===== config.mk =====
export PLATFORM = sky130hd
export DESIGN_NAME = hazard_stall_controller_flat
export DESIGN_NICKNAME = d
export VERILOG_FILES = /design/src/rtl/pipeline_ctrl_pkg.sv /design/src/rtl/hazard_stall_controller_if.sv /design/src/rtl/stall_perf_counter.sv /design/src/rtl/hazard_stall_controller.sv /design/src/flat_wrapper.sv
export SDC_FILE = /design/constraint.sdc
export NUM_CORES = 1
export LEC_CHECK = 0
export CAP_MARGIN = 20
export CORE_ASPECT_RATIO = 1.75
export CORE_MARGIN = 2
export CORE_UTILIZATION = 52
export CTS_BUF_LIST = sky130_fd_sc_hd__clkbuf_8
export DETAILED_ROUTE_END_ITERATION = 8
export PLACE_DENSITY = 0.95
export REMOVE_ABC_BUFFERS = 1
export SETUP_SLACK_MARGIN = 0.02
export SYNTH_ARGS = -nofsm -noshare
export SYNTH_HDL_FRONTEND = slang
export SYNTH_HIERARCHICAL = 1
export SYNTH_SLANG_ARGS = --single-unit

===== constraint.sdc =====
create_clock -name clk -period 5.65 [get_ports clk]
set_input_delay 0.8475 -clock clk [delete_from_list [all_inputs] [get_ports clk]]
set_output_delay 0.8475 -clock clk [all_outputs]
set_load 0.1 [all_outputs]

===== src/rtl/pipeline_ctrl_pkg.sv =====
// rtl/pipeline_ctrl_pkg.sv - shared pipeline control encodings and helpers
package pipeline_ctrl_pkg;

    // Sequencing controller state encoding
    localparam logic ST_RUN    = 1'b0;
    localparam logic ST_MULDIV = 1'b1;

    localparam logic [4:0] REG_ZERO = 5'd0;

    // Forward-select codes shared with the EX-stage forwarding logic
    localparam logic [1:0] FWD_NONE = 2'b00;
    localparam logic [1:0] FWD_WB   = 2'b01;
    localparam logic [1:0] FWD_MEM  = 2'b10;

    // A producer hits a consumer only when it names the same non-zero register.
    function automatic logic reg_hit(input logic [4:0] producer, input logic [4:0] consumer);
        return (producer != REG_ZERO) && (producer == consumer);
    endfunction

endpackage


===== src/rtl/hazard_stall_controller_if.sv =====
// rtl/hazard_stall_controller_if.sv - hazard inputs and pipeline control outputs
// master: pipeline side (drives hazard information, consumes controls)
// slave : hazard_stall_controller (consumes hazard information, drives controls)
interface hazard_stall_controller_if #(
    parameter int PERF_WIDTH = 32
);
    logic [4:0]            IF_ID_RegisterRs;
    logic [4:0]            IF_ID_RegisterRt;
    logic                  IF_ID_UsesRt;
    logic                  ID_Branch;
    logic                  ID_BranchTaken;
    logic                  ID_Jump;
    logic [4:0]            ID_EX_RegisterRd;
    logic                  ID_EX_RegWrite;
    logic                  ID_EX_MemRead;
    logic                  ID_EX_MulDiv;
    logic [4:0]            EX_MEM_RegisterRd;
    logic                  EX_MEM_MemRead;
    logic                  PCWrite;
    logic                  IF_ID_Write;
    logic                  IF_ID_Flush;
    logic                  ID_EX_Write;
    logic                  ID_EX_Flush;
    logic                  EX_MEM_Flush;
    logic                  MulDivBusy;
    logic                  MulDivDone;
    logic [PERF_WIDTH-1:0] StallCount;

    modport master (
        output IF_ID_RegisterRs, IF_ID_RegisterRt, IF_ID_UsesRt, ID_Branch, ID_BranchTaken,
               ID_Jump, ID_EX_RegisterRd, ID_EX_RegWrite, ID_EX_MemRead, ID_EX_MulDiv,
               EX_MEM_RegisterRd, EX_MEM_MemRead,
        input  PCWrite, IF_ID_Write, IF_ID_Flush, ID_EX_Write, ID_EX_Flush, EX_MEM_Flush,
               MulDivBusy, MulDivDone, StallCount
    );

    modport slave (
        input  IF_ID_RegisterRs, IF_ID_RegisterRt, IF_ID_UsesRt, ID_Branch, ID_BranchTaken,
               ID_Jump, ID_EX_RegisterRd, ID_EX_RegWrite, ID_EX_MemRead, ID_EX_MulDiv,
               EX_MEM_RegisterRd, EX_MEM_MemRead,
        output PCWrite, IF_ID_Write, IF_ID_Flush, ID_EX_Write, ID_EX_Flush, EX_MEM_Flush,
               MulDivBusy, MulDivDone, StallCount
    );

endinterface


===== src/rtl/stall_perf_counter.sv =====
// rtl/stall_perf_counter.sv - saturating event counter
// clk/reset : clock, synchronous active-high clear
// en        : count this cycle
// count     : saturates at all-ones
module stall_perf_counter #(
    parameter int WIDTH = 32
) (
    input  logic             clk,
    input  logic             reset,
    input  logic             en,
    output logic [WIDTH-1:0] count
);

    always_ff @(posedge clk) begin
        if (reset) begin
            count <= '0;
        end else if (en && (count != {WIDTH{1'b1}})) begin
            count <= count + 1'b1;
        end
    end

endmodule


===== src/rtl/hazard_stall_controller.sv =====
// rtl/hazard_stall_controller.sv - load-use/branch stalls, flushes and mult/div freeze
// clk/reset : core clock, synchronous active-high reset
// hs        : hazard inputs from ID/EX/MEM, PC and pipeline-register write/flush controls,
//             mult/div status and the stall-cycle counter
module hazard_stall_controller
    import pipeline_ctrl_pkg::*;
#(
    parameter int MULDIV_LATENCY = 4,
    parameter int PERF_WIDTH     = 32
) (
    input  logic                    clk,
    input  logic                    reset,
    hazard_stall_controller_if.slave hs
);

    logic       state_q, state_d;
    logic [3:0] cnt_q, cnt_d;
    logic       done_hold_q, done_hold_d;

    logic load_use, br_ex, br_mem, data_stall, mstart, freeze, last_cycle;
    logic pc_write;

    always_comb begin
        load_use = hs.ID_EX_MemRead &&
                   (reg_hit(hs.ID_EX_RegisterRd, hs.IF_ID_RegisterRs) ||
                    (hs.IF_ID_UsesRt && reg_hit(hs.ID_EX_RegisterRd, hs.IF_ID_RegisterRt)));
        // An ALU or load result in EX cannot reach the ID comparator in time.
        br_ex = hs.ID_Branch && hs.ID_EX_RegWrite &&
                (reg_hit(hs.ID_EX_RegisterRd, hs.IF_ID_RegisterRs) ||
                 reg_hit(hs.ID_EX_RegisterRd, hs.IF_ID_RegisterRt));
        // A load in MEM has no data until WB, so the branch waits one more cycle.
        br_mem = hs.ID_Branch && hs.EX_MEM_MemRead &&
                 (reg_hit(hs.EX_MEM_RegisterRd, hs.IF_ID_RegisterRs) ||
                  reg_hit(hs.EX_MEM_RegisterRd, hs.IF_ID_RegisterRt));
        data_stall = load_use || br_ex || br_mem;
        // done_hold masks the completed op, which is still sitting in EX for one cycle.
        mstart     = (state_q == ST_RUN) && hs.ID_EX_MulDiv && !done_hold_q;
        freeze     = (state_q == ST_MULDIV) || mstart;
        last_cycle = (state_q == ST_MULDIV) && (cnt_q == 4'd1);
    end

    always_ff @(posedge clk) begin
        if (reset) begin
            state_q     <= ST_RUN;
            cnt_q       <= 4'd0;
            done_hold_q <= 1'b0;
        end else begin
            state_q     <= state_d;
            cnt_q       <= cnt_d;
            done_hold_q <= done_hold_d;
        end
    end

    always_comb begin
        state_d     = state_q;
        cnt_d       = cnt_q;
        done_hold_d = 1'b0;
        case (state_q)
            ST_RUN: begin
                if (mstart) begin
                    state_d = ST_MULDIV;
                    cnt_d   = 4'(MULDIV_LATENCY - 1);
                end
            end
            default: begin
                cnt_d = cnt_q - 4'd1;
                if (cnt_q == 4'd1) begin
                    state_d     = ST_RUN;
                    done_hold_d = 1'b1;
                end
            end
        endcase
    end

    always_comb begin
        pc_write        = 1'b1;
        hs.IF_ID_Write  = 1'b1;
        hs.IF_ID_Flush  = 1'b0;
        hs.ID_EX_Write  = 1'b1;
        hs.ID_EX_Flush  = 1'b0;
        hs.EX_MEM_Flush = 1'b0;
        hs.MulDivBusy   = 1'b0;
        hs.MulDivDone   = 1'b0;
        if (!reset) begin
            hs.MulDivBusy = (state_q == ST_MULDIV);
            hs.MulDivDone = last_cycle;
            if (freeze) begin
                // Hold everything upstream of EX; the op drains a bubble into MEM.
                pc_write        = 1'b0;
                hs.IF_ID_Write  = 1'b0;
                hs.ID_EX_Write  = 1'b0;
                hs.EX_MEM_Flush = 1'b1;
            end else if (data_stall) begin
                pc_write       = 1'b0;
                hs.IF_ID_Write = 1'b0;
                hs.ID_EX_Flush = 1'b1;
            end else if ((hs.ID_Branch && hs.ID_BranchTaken) || hs.ID_Jump) begin
                hs.IF_ID_Flush = 1'b1;
            end
        end
    end

    assign hs.PCWrite = pc_write;

    stall_perf_counter #(
        .WIDTH (PERF_WIDTH)
    ) u_stall_perf_counter (
        .clk   (clk),
        .reset (reset),
        .en    (~pc_write),
        .count (hs.StallCount)
    );

endmodule


===== src/flat_wrapper.sv =====
// flat-port wrapper written by rule: the top's interface ports become plain ports
module hazard_stall_controller_flat import pipeline_ctrl_pkg::*;
#(
    parameter int MULDIV_LATENCY = 4,
    parameter int PERF_WIDTH     = 32
)
  (clk, reset, hs_IF_ID_RegisterRs, hs_IF_ID_RegisterRt, hs_IF_ID_UsesRt, hs_ID_Branch, hs_ID_BranchTaken, hs_ID_Jump, hs_ID_EX_RegisterRd, hs_ID_EX_RegWrite, hs_ID_EX_MemRead, hs_ID_EX_MulDiv, hs_EX_MEM_RegisterRd, hs_EX_MEM_MemRead, hs_PCWrite, hs_IF_ID_Write, hs_IF_ID_Flush, hs_ID_EX_Write, hs_ID_EX_Flush, hs_EX_MEM_Flush, hs_MulDivBusy, hs_MulDivDone, hs_StallCount);
  hazard_stall_controller_if #(.PERF_WIDTH(PERF_WIDTH)) hs_i ();
  input  logic clk;
  input  logic reset;
  input wire logic [$bits(hs_i.IF_ID_RegisterRs)-1:0] hs_IF_ID_RegisterRs;
  input wire logic [$bits(hs_i.IF_ID_RegisterRt)-1:0] hs_IF_ID_RegisterRt;
  input wire logic [$bits(hs_i.IF_ID_UsesRt)-1:0] hs_IF_ID_UsesRt;
  input wire logic [$bits(hs_i.ID_Branch)-1:0] hs_ID_Branch;
  input wire logic [$bits(hs_i.ID_BranchTaken)-1:0] hs_ID_BranchTaken;
  input wire logic [$bits(hs_i.ID_Jump)-1:0] hs_ID_Jump;
  input wire logic [$bits(hs_i.ID_EX_RegisterRd)-1:0] hs_ID_EX_RegisterRd;
  input wire logic [$bits(hs_i.ID_EX_RegWrite)-1:0] hs_ID_EX_RegWrite;
  input wire logic [$bits(hs_i.ID_EX_MemRead)-1:0] hs_ID_EX_MemRead;
  input wire logic [$bits(hs_i.ID_EX_MulDiv)-1:0] hs_ID_EX_MulDiv;
  input wire logic [$bits(hs_i.EX_MEM_RegisterRd)-1:0] hs_EX_MEM_RegisterRd;
  input wire logic [$bits(hs_i.EX_MEM_MemRead)-1:0] hs_EX_MEM_MemRead;
  output wire logic [$bits(hs_i.PCWrite)-1:0] hs_PCWrite;
  output wire logic [$bits(hs_i.IF_ID_Write)-1:0] hs_IF_ID_Write;
  output wire logic [$bits(hs_i.IF_ID_Flush)-1:0] hs_IF_ID_Flush;
  output wire logic [$bits(hs_i.ID_EX_Write)-1:0] hs_ID_EX_Write;
  output wire logic [$bits(hs_i.ID_EX_Flush)-1:0] hs_ID_EX_Flush;
  output wire logic [$bits(hs_i.EX_MEM_Flush)-1:0] hs_EX_MEM_Flush;
  output wire logic [$bits(hs_i.MulDivBusy)-1:0] hs_MulDivBusy;
  output wire logic [$bits(hs_i.MulDivDone)-1:0] hs_MulDivDone;
  output wire logic [$bits(hs_i.StallCount)-1:0] hs_StallCount;
  assign hs_i.IF_ID_RegisterRs = hs_IF_ID_RegisterRs;
  assign hs_i.IF_ID_RegisterRt = hs_IF_ID_RegisterRt;
  assign hs_i.IF_ID_UsesRt = hs_IF_ID_UsesRt;
  assign hs_i.ID_Branch = hs_ID_Branch;
  assign hs_i.ID_BranchTaken = hs_ID_BranchTaken;
  assign hs_i.ID_Jump = hs_ID_Jump;
  assign hs_i.ID_EX_RegisterRd = hs_ID_EX_RegisterRd;
  assign hs_i.ID_EX_RegWrite = hs_ID_EX_RegWrite;
  assign hs_i.ID_EX_MemRead = hs_ID_EX_MemRead;
  assign hs_i.ID_EX_MulDiv = hs_ID_EX_MulDiv;
  assign hs_i.EX_MEM_RegisterRd = hs_EX_MEM_RegisterRd;
  assign hs_i.EX_MEM_MemRead = hs_EX_MEM_MemRead;
  assign hs_PCWrite = hs_i.PCWrite;
  assign hs_IF_ID_Write = hs_i.IF_ID_Write;
  assign hs_IF_ID_Flush = hs_i.IF_ID_Flush;
  assign hs_ID_EX_Write = hs_i.ID_EX_Write;
  assign hs_ID_EX_Flush = hs_i.ID_EX_Flush;
  assign hs_EX_MEM_Flush = hs_i.EX_MEM_Flush;
  assign hs_MulDivBusy = hs_i.MulDivBusy;
  assign hs_MulDivDone = hs_i.MulDivDone;
  assign hs_StallCount = hs_i.StallCount;
  hazard_stall_controller #(.MULDIV_LATENCY(MULDIV_LATENCY), .PERF_WIDTH(PERF_WIDTH)) u_core (.clk(clk), .reset(reset), .hs(hs_i));
endmodule

==> metrics.txt, run 1 <==
gp weighted congestion 0.826; Hold Path Origin u_core/u_stall_perf_counter/count[15]; leakage 0.000984 µW; WS Path Type in2reg; Die Y 92.0 µm; Design Power 595 µW; most frequent CP cell nand4_1; ranking of synthesized cells by area dfxtp_1 (33%), xnor2_1 (8.8%), a21oi_1 (6.3%); Detail Route Antenna Nets 0; share of post-route cells with drive strength above 1 7.87%; post-CTS setup buffers 0; CTS tree done; post-route clock period utilization 78.5%; top cell type's share of synthesized area 33.1%; worst reg2reg startpoint u_core/done_hold_q; H-tree levels 2; Syn Area/Cell 8.28 µm²; Seq. cell area 761 µm²; hold buffer count at CTS 0; setup TNS 0 ps; top sig layer met4; initial drt markers 104; Slew Limit Fails 0; Arr. time, crit path 4630 ps; Yosys reg bits 38; clk root buf clkbuf_8; Sink Count 38; via count 2473; number of fill cells in the layout 343; Worst path max stage delay 600 ps; status finished, final reports clean; largest net degree at the start of global routing 36; WL met2 3440 µm; synth unique cells 47; DRT met1 WL 2270 µm; Rel. slew slack 33.9%; mean routed wirelength per cell 16.5 µm; First-pass DRT Iterations 4; CP endpoint kind flip-flop; Worst-Skew Late Latency 290 ps; Worst Path Required 5840 ps; VDD IR-drop max 0.219 mV; largest area contributor in the netlist dfxtp_1; ys flop type dfxtp_1; max cap viols 0; mapped cell area 0.00230 mm²; FP Rows 32; vias in the first global route 2378; Final Hold Vio Count 0; crit path time final 4440 ps; power per cell area 192 mW/mm²; cell chain of the critical path clkdlybuf4s50_1 -> xor2_1 -> or4_1 -> o22ai_1 -> a22oi_2 -> a21oi_1 -> nand4_1 -> nor4_2 -> nand4_1 -> nor4_1 -> mux2_2; Total GRT Usage 26.7%; startpoint types input port; initial antenna violation count 1; DP HPWL 4710 µm; Num CTS Buffers 5; Post-Route WL 6510 µm; Multi-input gate area 0.00147 mm²; Clock Skew 7.12 ps; Post-Synthesis Cells 278; yosys warns 6; unrepaired setup endpoints after global routing false; met3 routed WL 577 µm; sequential fraction of the synthesis area 33.1%; critical path's slowest cell nor4_2; core box area 0.00432 mm²; Max Fclk 0.225 GHz; ys async rst share 0%; I/O Buffers 69; Initial Util 53.2%; Setup violations, final 0; largest fanout on the critical path 10; Vias/cell 6.26; # DRC 0; FF-to-FF setup slack 2640 ps; worst-margin pin slew 988 ps; grt total ovfl 0; I/O pin cnt 70; EDFF count, synth 0; die width 54.3 µm; global-route wire length before repair 10100 µm; most numerous cell in the Yosys netlist dfxtp_1; CTS resizes 0; Max clock buf depth 2; Post-synth top cells dfxtp_1 (38), a21oi_1 (29), xnor2_1 (23); Min Hold Slack 500 ps; synthesis-to-layout area growth 34.4%; Reg clk slew, reported paths 80 ps; Hold Path Class reg2reg; full die area 0.00499 mm²; nets 375; Critical Path Source hs_ID_EX_RegisterRd[4]
[final timing paths]
| path | depth (start not counted) | to |
|---|---|---|
| setup / recovery | 11 | u_core/u_stall_perf_counter/count[31] |
| setup reg to reg | 8 | u_core/u_stall_perf_counter/count[31] |
| hold / removal | 2 | u_core/u_stall_perf_counter/count[15] |
| hold reg to reg | 2 | u_core/u_stall_perf_counter/count[15] |
[cell usage in the layout (no fill, tap or decap), drive strengths merged, types with 2 or more instances in the layout]
master	instances
clkbuf	6
nor3	5
a2111oi	2
nor2	18
nand4	10
xor2	4
nand2	15
nor2b	5
nand3	17
a211oi	2
nor3b	2
a21o	2
and4	4
o21ai	9
and3	4
or4	13
or3	12
buf	9
mux2	2
clkdlybuf4s50	62
nand2b	5
dfxtp	38
ha	3
o22ai	2
o31ai	12
nor4	8
inv	6
a21oi	29
xnor2	23
[final cells by class]
| class | instances | area share, % |
|---|---|---|
| clock inverter | 2 | 0.283 |
| sequential | 38 | 24.6 |
| clock buffer | 6 | 2.67 |
| antenna | 1 | 0.0809 |
| timing repair buffer | 71 | 22.2 |
| inverter | 5 | 0.607 |
| multi-input combinational | 221 | 47.5 |
| tap | 51 | 2.06 |
[flip-flops by register name, indices dropped and copies added, names as in the netlist]
signal	count
u_core/u_stall_perf_counter/count	32
u_core/done_hold_q	1
u_core/state_q	1
u_core/cnt_q	4
[critical path: cells and delay by family]
kind,cells,cell delay (ps)
AO/OA/AOI/OAI,3,750
AND/OR/NAND/NOR,5,2010
multiplexers,1,370
buffers and inverters,1,470
XOR/XNOR,1,180
[layer usage]
metal | global-route usage, % | vias to the layer above
met4 | 14.8 | 0
met5 | 0 | -
met1 | 24.8 | 1172
li1 | - | 1169
met3 | 5.37 | 17
met2 | 49.5 | 115
[stage by stage]
step | cells | util (%) | area, µm² | worst slack, ps
after floorplan | 264 | - | 2240 | 1020
after global placement | 386 | 69.4 | 3000 | 1210
after CTS | 394 | 71.5 | 3090 | 1360
after global routing | 395 | 71.5 | 3090 | 1020
final | 395 | 71.5 | 3090 | 1210
after detailed placement | 386 | 69.4 | 3000 | 1080
[report_power, final]
part	internal [µW]	switching [µW]
Combinational	48.0	75.1
Sequential	273	7.15
Clock	96.6	95.4
Total	417	178
[logic make-up (layout without fill, tap and decap cells)]
logic type | Yosys count | after routing | synth area share, %
buffers and inverters | 19 | 84 | 3.43
xor gates and xnor gates | 27 | 27 | 10.3
DFF | 38 | 38 | 33.1
other | 0 | 1 | 0
AOI/OAI and AO/OA | 65 | 65 | 18.4
and+or+nand+nor | 123 | 123 | 31.8
muxes | 3 | 3 | 1.41
adders and majority gates | 3 | 3 | 1.63
(Power assumes the default switching activity.)
==> run 2: changes to the inputs <==
--- a/config.mk
+++ b/config.mk
@@ -8,10 +8,10 @@
 export CAP_MARGIN = 20
 export CORE_ASPECT_RATIO = 1.75
 export CORE_MARGIN = 2
-export CORE_UTILIZATION = 52
+export CORE_UTILIZATION = 49
 export CTS_BUF_LIST = sky130_fd_sc_hd__clkbuf_8
 export DETAILED_ROUTE_END_ITERATION = 8
-export PLACE_DENSITY = 0.95
+export PLACE_DENSITY = 0.92
 export REMOVE_ABC_BUFFERS = 1
 export SETUP_SLACK_MARGIN = 0.02
 export SYNTH_ARGS = -nofsm -noshare
==> constraint.sdc (replaced) <==
create_clock -name clk -period 4.3 [get_ports clk]
set_input_delay 0.645 -clock clk [delete_from_list [all_inputs] [get_ports clk]]
set_output_delay 0.645 -clock clk [all_outputs]
set_load 0.1 [all_outputs]
==> run 2 against run 1 <==
Net effect: total power increased by 52%; combinational power increased by 33%; utilization decreased by 2.2 points; largest cell class unchanged; via count about the same; setup slack got worse by 560 ps; flip-flop and latch count unchanged; cell count increased by 1.3%; routed wire length increased by 2.2%.
==> metrics.txt, run 2 (same netlist as run 1, synthesis figures left out) <==
Hold Crit Depth 1 (was 2); DP Area 0.00304 mm² (was 0.00300 mm²); Arr. time, crit path 3830 ps (was 4630 ps); R2R Path End u_core/u_stall_perf_counter/count[19] (was u_core/u_stall_perf_counter/count[31]); unrepaired setup endpoints after global routing false (unchanged); Comb power frac 18.0% (was 20.7%); Post-Route WL 6650 µm (was 6510 µm); GR Util met2 49.0% (was 49.5%); most frequent cells in the layout clkdlybuf4s50_1 (61), dfxtp_1 (38), a21oi_1 (29), xnor2_1 (23), nor2_1 (18) (was clkdlybuf4s50_1 (62), dfxtp_1 (38), a21oi_1 (29), xnor2_1 (23), nor2_1 (18)); Initial Util 50.2% (was 53.2%); full die area 0.00528 mm² (was 0.00499 mm²); I/O Buffers 69 (unchanged); Sink Count 38 (unchanged); WHS Endpoint u_core/done_hold_q (was u_core/u_stall_perf_counter/count[15]); leakage 0.00103 µW (was 0.000984 µW); clock share of power 41.4% (was 32.3%); die width 55.8 µm (was 54.3 µm); diode count 0 (was 1); nets 380 (was 375); hold buffer count at CTS 0 (unchanged); Slew Limit Fails 0 (unchanged); switching share of power 26.1% (was 29.8%); Detail Route Antenna Nets 0 (unchanged); Setup violations, final 0 (unchanged); Num CTS Buffers 5 (unchanged); max FFs per register 32 (unchanged); mean routed wirelength per cell 16.6 µm (was 16.5 µm); Worst-Skew Late Latency 290 ps (about the same); Final Hold Vio Count 0 (unchanged); setup TNS 0 ps (unchanged); Clock Skew 5.99 ps (was 7.12 ps); crit path time final 3640 ps; power per cell area 285 mW/mm² (was 192 mW/mm²); largest net degree at the start of global routing 27 (was 36); cell area after layout 0.00318 mm² (was 0.00309 mm²); Vias/cell 6.19 (was 6.26); Die Y 94.7 µm (was 92.0 µm); clk root buf clkbuf_8 (unchanged); Total GRT Usage 26.4% (was 26.7%); Hold Path Class reg2reg (unchanged); cell chain of the critical path clkdlybuf4s50_1 -> a21oi_1 -> or4_1 -> o22ai_1 -> a22oi_2 -> a21oi_1 -> nand4_1 -> nor4_2 -> nand4_1 -> nor4_1 -> mux2_2 (was clkdlybuf4s50_1 -> xor2_1 -> or4_1 -> o22ai_1 -> a22oi_2 -> a21oi_1 -> nand4_1 -> nor4_2 -> nand4_1 -> nor4_1 -> mux2_2); final core occ 69.3% (was 71.5%); max cap viols 0 (unchanged); initial drt markers 93 (was 104); Seq. cell area 761 µm² (unchanged); Min Hold Slack 503 ps (was 500 ps); Rel. slew slack 33.6% (was 33.9%); internal power 670 µW (was 417 µW); CP endpoint kind flip-flop (unchanged); GR Util met3 5.21% (was 5.37%); worst reg2reg startpoint u_core/u_stall_perf_counter/count[3] (was u_core/done_hold_q); status finished, final reports clean (unchanged); VDD IR-drop max 0.280 mV (was 0.219 mV); post-route clock period utilization 84.7%; number of fill cells in the layout 365 (was 343); Max Fclk 0.274 GHz; CTS resizes 0 (unchanged); global-route met1 utilization 27.5% (was 24.8%); critical path's slowest cell or4_1 (was nor4_2); global-route wire length before repair 11200 µm (was 10100 µm); CTS tree done (unchanged); Top reg by flops u_core/u_stall_perf_counter/count (unchanged); synthesis-to-layout area growth 38.1% (was 34.4%); worst-margin pin slew 994 ps (was 988 ps); Sw Pwr 236 µW (was 178 µW); largest fanout on the critical path 6 (was 10); Max clock buf depth 2 (unchanged); Design Power 907 µW (was 595 µW); startpoint types input port (unchanged); post-CTS setup buffers 0 (unchanged); Worst path max stage delay 540 ps (was 600 ps); Reg clk slew, reported paths 80 ps (about the same); # DRC 0 (unchanged); WS Path Type in2reg (unchanged); vias in the first global route 2391 (was 2378); initial antenna violation count 0 (was 1); GRT busiest layer met2 (unchanged); H-tree levels 2 (unchanged); I/O pin cnt 70 (unchanged); Hold Path Origin u_core/cnt_q[3] (was u_core/u_stall_perf_counter/count[15]); Flop pwr share 40.6% (was 47.1%); share of post-route cells with drive strength above 1 9.77% (was 7.87%); via count 2474 (was 2473); FP Rows 33 (was 32); gp weighted congestion 0.864 (was 0.826); DP HPWL 4980 µm (was 4710 µm); FF-to-FF setup slack 1820 ps (was 2640 ps); most common cell after layout, fill and taps aside clkdlybuf4s50_1 (unchanged); largest registers u_core/u_stall_perf_counter/count: 32 flops, u_core/cnt_q: 4 flops (unchanged); core box area 0.00458 mm² (was 0.00432 mm²); Worst Path Required 4480 ps (was 5840 ps); cells on worst reg2reg path 5 (was 8); grt total ovfl 0 (unchanged); Multi-input gate area 0.00147 mm² (unchanged); First-pass DRT Iterations 4 (unchanged)
==> run 2: power groups by stage <==
stage                     Sequential (µW)  Combinational [µW]  Clock, µW
final                                 368                 163        375
after floorplan                       388                84.3          0
after detailed placement              376                 163          0
after global placement                376                 159          0
after global routing                  369                 174        395
after CTS                             368                 164        380
==> run 2: how the worst max path moves through the flow <==
stage	startpoint	end	cells after the start	slack (ps)
finish	hs_ID_Branch	u_core/u_stall_perf_counter/count[31]	11	660
global route	hs_ID_EX_RegisterRd[4]	u_core/u_stall_perf_counter/count[31]	11	450
CTS	hs_ID_EX_RegisterRd[4]	u_core/u_stall_perf_counter/count[31]	11	680
detailed placement	hs_ID_EX_RegisterRd[4]	u_core/u_stall_perf_counter/count[31]	11	390
global placement	hs_ID_EX_RegisterRd[4]	u_core/u_stall_perf_counter/count[31]	11	510
floorplan	u_core/u_stall_perf_counter/count[22]	u_core/u_stall_perf_counter/count[21]	5	20
==> run 2: final cells by class <==
class                           instances  area share [%]
Tap cell                               52            2.05
Inverter                                5           0.591
Clock inverter                          2            1.89
Multi-Input combinational cell        221            46.2
Clock buffer                            6            2.60
Timing Repair Buffer                   76            22.8
Sequential cell                        38            23.9
==> run 2: critical path, delay by kind of cell <==
family | cells | cell delay [ps]
AND/OR/NAND/NOR | 5 | 1690
buffers and inverters | 1 | 530
AO/OA/AOI/OAI | 4 | 600
multiplexers | 1 | 370
==> run 2: metrics by stage <==
stage	std cells	setup WS, ps
3_5_place_dp	392	386
5_1_grt	400	450
2_1_floorplan	264	15.1
6_report	400	657
4_1_cts	400	680
3_3_place_gp	392	508
==> run 2: layer usage <==
layer,routed length [µm],vias to the layer above
met4,246,0
met5,0,-
li1,-,1188
met3,420,20
met2,3600,101
met1,2390,1165
==> run 3: changes to the inputs <==
==> constraint.sdc (replaced) <==
create_clock -name clk -period 3.6 [get_ports clk]
set_input_delay 0.54 -clock clk [delete_from_list [all_inputs] [get_ports clk]]
set_output_delay 0.54 -clock clk [all_outputs]
set_load 0.1 [all_outputs]
==> run 3 against run 2 <==
Net effect: utilization grew 2.7 points; sequential power is 19% higher; register-to-register slack lost 650 ps; setup slack got worse by 530 ps; first-iteration DRC count is 12% lower; combinational power increased by 33%; clock skew is essentially flat; via count grew 2.4%; non-clock buffer count grew 2; flip-flop and latch count unchanged; global-route usage is 0.63 points higher; total power is 22% higher; largest cell class unchanged.
==> metrics.txt, run 3 (same netlist as run 1, synthesis figures left out) <==
CP endpoint kind flip-flop (unchanged); global-route wire length before repair 11500 µm (was 11200 µm); Rel. slew slack 33.8% (was 33.6%); Post-Route WL 6960 µm (was 6650 µm); mean routed wirelength per cell 17.3 µm (was 16.6 µm); Clock Skew 6.27 ps (was 5.99 ps); DP HPWL 5100 µm (was 4980 µm); number of fill cells in the layout 325 (was 365); final core occ 72.1% (was 69.3%); Detail Route Antenna Nets 0 (unchanged); largest registers u_core/u_stall_perf_counter/count: 32 flops, u_core/cnt_q: 4 flops (unchanged); die width 55.8 µm (unchanged); I/O pin cnt 70 (unchanged); Initial Util 50.2% (unchanged); cells on worst reg2reg path 5 (unchanged); status finished, final reports clean (unchanged); nets 382 (was 380); Total GRT Usage 27.0% (was 26.4%); setup TNS 0 ps (unchanged); cell chain of the critical path clkdlybuf4s50_1 -> xor2_1 -> or4_1 -> o22ai_1 -> a22oi_2 -> a21oi_2 -> nand4_1 -> nor4_2 -> buf_4 -> nand4_1 -> nor4_2 -> mux2_2 (was clkdlybuf4s50_1 -> a21oi_1 -> or4_1 -> o22ai_1 -> a22oi_2 -> a21oi_1 -> nand4_1 -> nor4_2 -> nand4_1 -> nor4_1 -> mux2_2); worst reg2reg startpoint u_core/u_stall_perf_counter/count[3] (unchanged); Worst Path Required 3790 ps (was 4480 ps); max FFs per register 32 (unchanged); CTS tree done (unchanged); internal power 816 µW (was 670 µW); initial antenna violation count 0 (unchanged); post-route clock period utilization 96.4%; Reg clk slew, reported paths 80 ps (about the same); FP Rows 33 (unchanged); VDD IR-drop max 0.395 mV (was 0.280 mV); critical path's slowest cell or4_1 (unchanged); WS Path Type in2reg (unchanged); Arr. time, crit path 3660 ps (was 3830 ps); largest fanout on the critical path 6 (unchanged); share of post-route cells with drive strength above 1 10.9% (was 9.77%); Critical Path Source hs_ID_EX_RegisterRd[4] (was hs_ID_Branch); unrepaired setup endpoints after global routing false (unchanged); Final Hold Vio Count 0 (unchanged); diode count 0 (unchanged); DP Area 0.00315 mm² (was 0.00304 mm²); switching share of power 26.3% (was 26.1%); cell area after layout 0.00330 mm² (was 0.00318 mm²); full die area 0.00528 mm² (unchanged); leakage 0.00107 µW (was 0.00103 µW); Slew Limit Fails 0 (unchanged); Vias/cell 6.30 (was 6.19); Flop pwr share 39.7% (was 40.6%); Setup violations, final 0 (unchanged); vias in the first global route 2508 (was 2391); First-pass DRT Iterations 5 (was 4); Worst-Skew Late Latency 290 ps (about the same); Sink Count 38 (unchanged); most common cell after layout, fill and taps aside clkdlybuf4s50_1 (unchanged); core box area 0.00458 mm² (unchanged); Top reg by flops u_core/u_stall_perf_counter/count (unchanged); Hold Path Origin u_core/cnt_q[3] (unchanged); startpoint types input port (unchanged); power per cell area 335 mW/mm² (was 285 mW/mm²); I/O Buffers 69 (unchanged); Num CTS Buffers 5 (unchanged); worst-margin pin slew 990 ps (was 994 ps); initial drt markers 82 (was 93); max cap viols 0 (unchanged); synthesis-to-layout area growth 43.6% (was 38.1%); Sw Pwr 290 µW (was 236 µW); Max Fclk 0.288 GHz; hold buffer count at CTS 0 (unchanged); Hold Path Class reg2reg (unchanged); gp weighted congestion 0.918 (was 0.864); Worst path max stage delay 540 ps (about the same); H-tree levels 2 (unchanged); most frequent cells in the layout clkdlybuf4s50_1 (61), dfxtp_1 (38), a21oi_1 (28), xnor2_1 (23), nor2_1 (18) (was clkdlybuf4s50_1 (61), dfxtp_1 (38), a21oi_1 (29), xnor2_1 (23), nor2_1 (18)); clock share of power 40.8% (was 41.4%); post-CTS setup buffers 0 (unchanged); via count 2533 (was 2474); grt total ovfl 0 (unchanged); crit path time final 3470 ps; # DRC 0 (unchanged); Design Power 1110 µW (was 907 µW); clk root buf clkbuf_8 (unchanged); FF-to-FF setup slack 1170 ps (was 1820 ps); R2R Path End u_core/u_stall_perf_counter/count[19] (unchanged); Max clock buf depth 2 (unchanged); CP endpoint u_core/u_stall_perf_counter/count[31] (unchanged); largest net degree at the start of global routing 27 (unchanged); Comb power frac 19.5% (was 18.0%); Die Y 94.7 µm (unchanged)
-- run 3: changes by cell type in the layout (fill, tap and decap cells not counted) --
cell and delta:
nor4_2 +1, nor4_1 -1, a21oi_2 +1, buf_4 -6, a21oi_1 -1, buf_12 +8
-- run 3: power by group through the flow --
| stage | logic, µW | clock network [µW] | registers [µW] |
|---|---|---|---|
| after global routing | 229 | 471 | 441 |
| after CTS | 215 | 456 | 439 |
| after detailed placement | 215 | 0 | 449 |
| after global placement | 208 | 0 | 448 |
| final | 216 | 451 | 439 |
| after floorplan | 101 | 0 | 464 |
-- run 3: worst min path at each step --
stage / end / slack [ps] / cells after the start
floorplan: u_core/done_hold_q / 460 / 1
global placement: u_core/u_stall_perf_counter/count[23] / 480 / 2
detailed placement: u_core/u_stall_perf_counter/count[15] / 490 / 2
CTS: u_core/u_stall_perf_counter/count[15] / 510 / 2
global route: u_core/done_hold_q / 540 / 1
finish: u_core/done_hold_q / 510 / 1
-- run 3: repair_timing --
action / CTS / global route
gates resized for setup: 0 / 2
endpoints found under the hold margin: 0 / 0
setup endpoints to repair: 0 / 1
-- run 3: critical path, delay by kind of cell --
kind            cells  cell delay, ps
compound gates      3             490
xor+xnor            1             190
buf+inv             2             650
mux                 1             370
simple gates        5            1420
-- run 3: final cells by class --
class	count	area, µm²	area share (%)
Multi-Input combinational cell	221	1480	44.7
Timing Repair Buffer	78	838	25.4
Sequential cell	38	761	23.0
Clock buffer	6	82.6	2.50
Tap cell	52	65.1	1.97
Clock inverter	2	60.1	1.82
Inverter	5	18.8	0.568
-- run 3: routing by layer --
layer	vias up	wire length, µm	track usage [%]	part of all wire (%)
met5	-	0	0	0
met2	123	3750	51.5	54
met1	1200	2550	27.9	37
li1	1188	-	-	-
met4	0	195	12.4	2.8
met3	22	457	5.21	6.6
-- run 3: through the flow --
| step | cells | worst slack [ps] | hold WS, ps |
|---|---|---|---|
| 2_1_floorplan | 264 | -685 | 462 |
| 3_3_place_gp | 394 | 101 | 479 |
| 3_5_place_dp | 394 | -77.9 | 493 |
| 4_1_cts | 402 | 130 | 505 |
| 5_1_grt | 402 | 38.6 | 539 |
| 6_report | 402 | 130 | 510 |
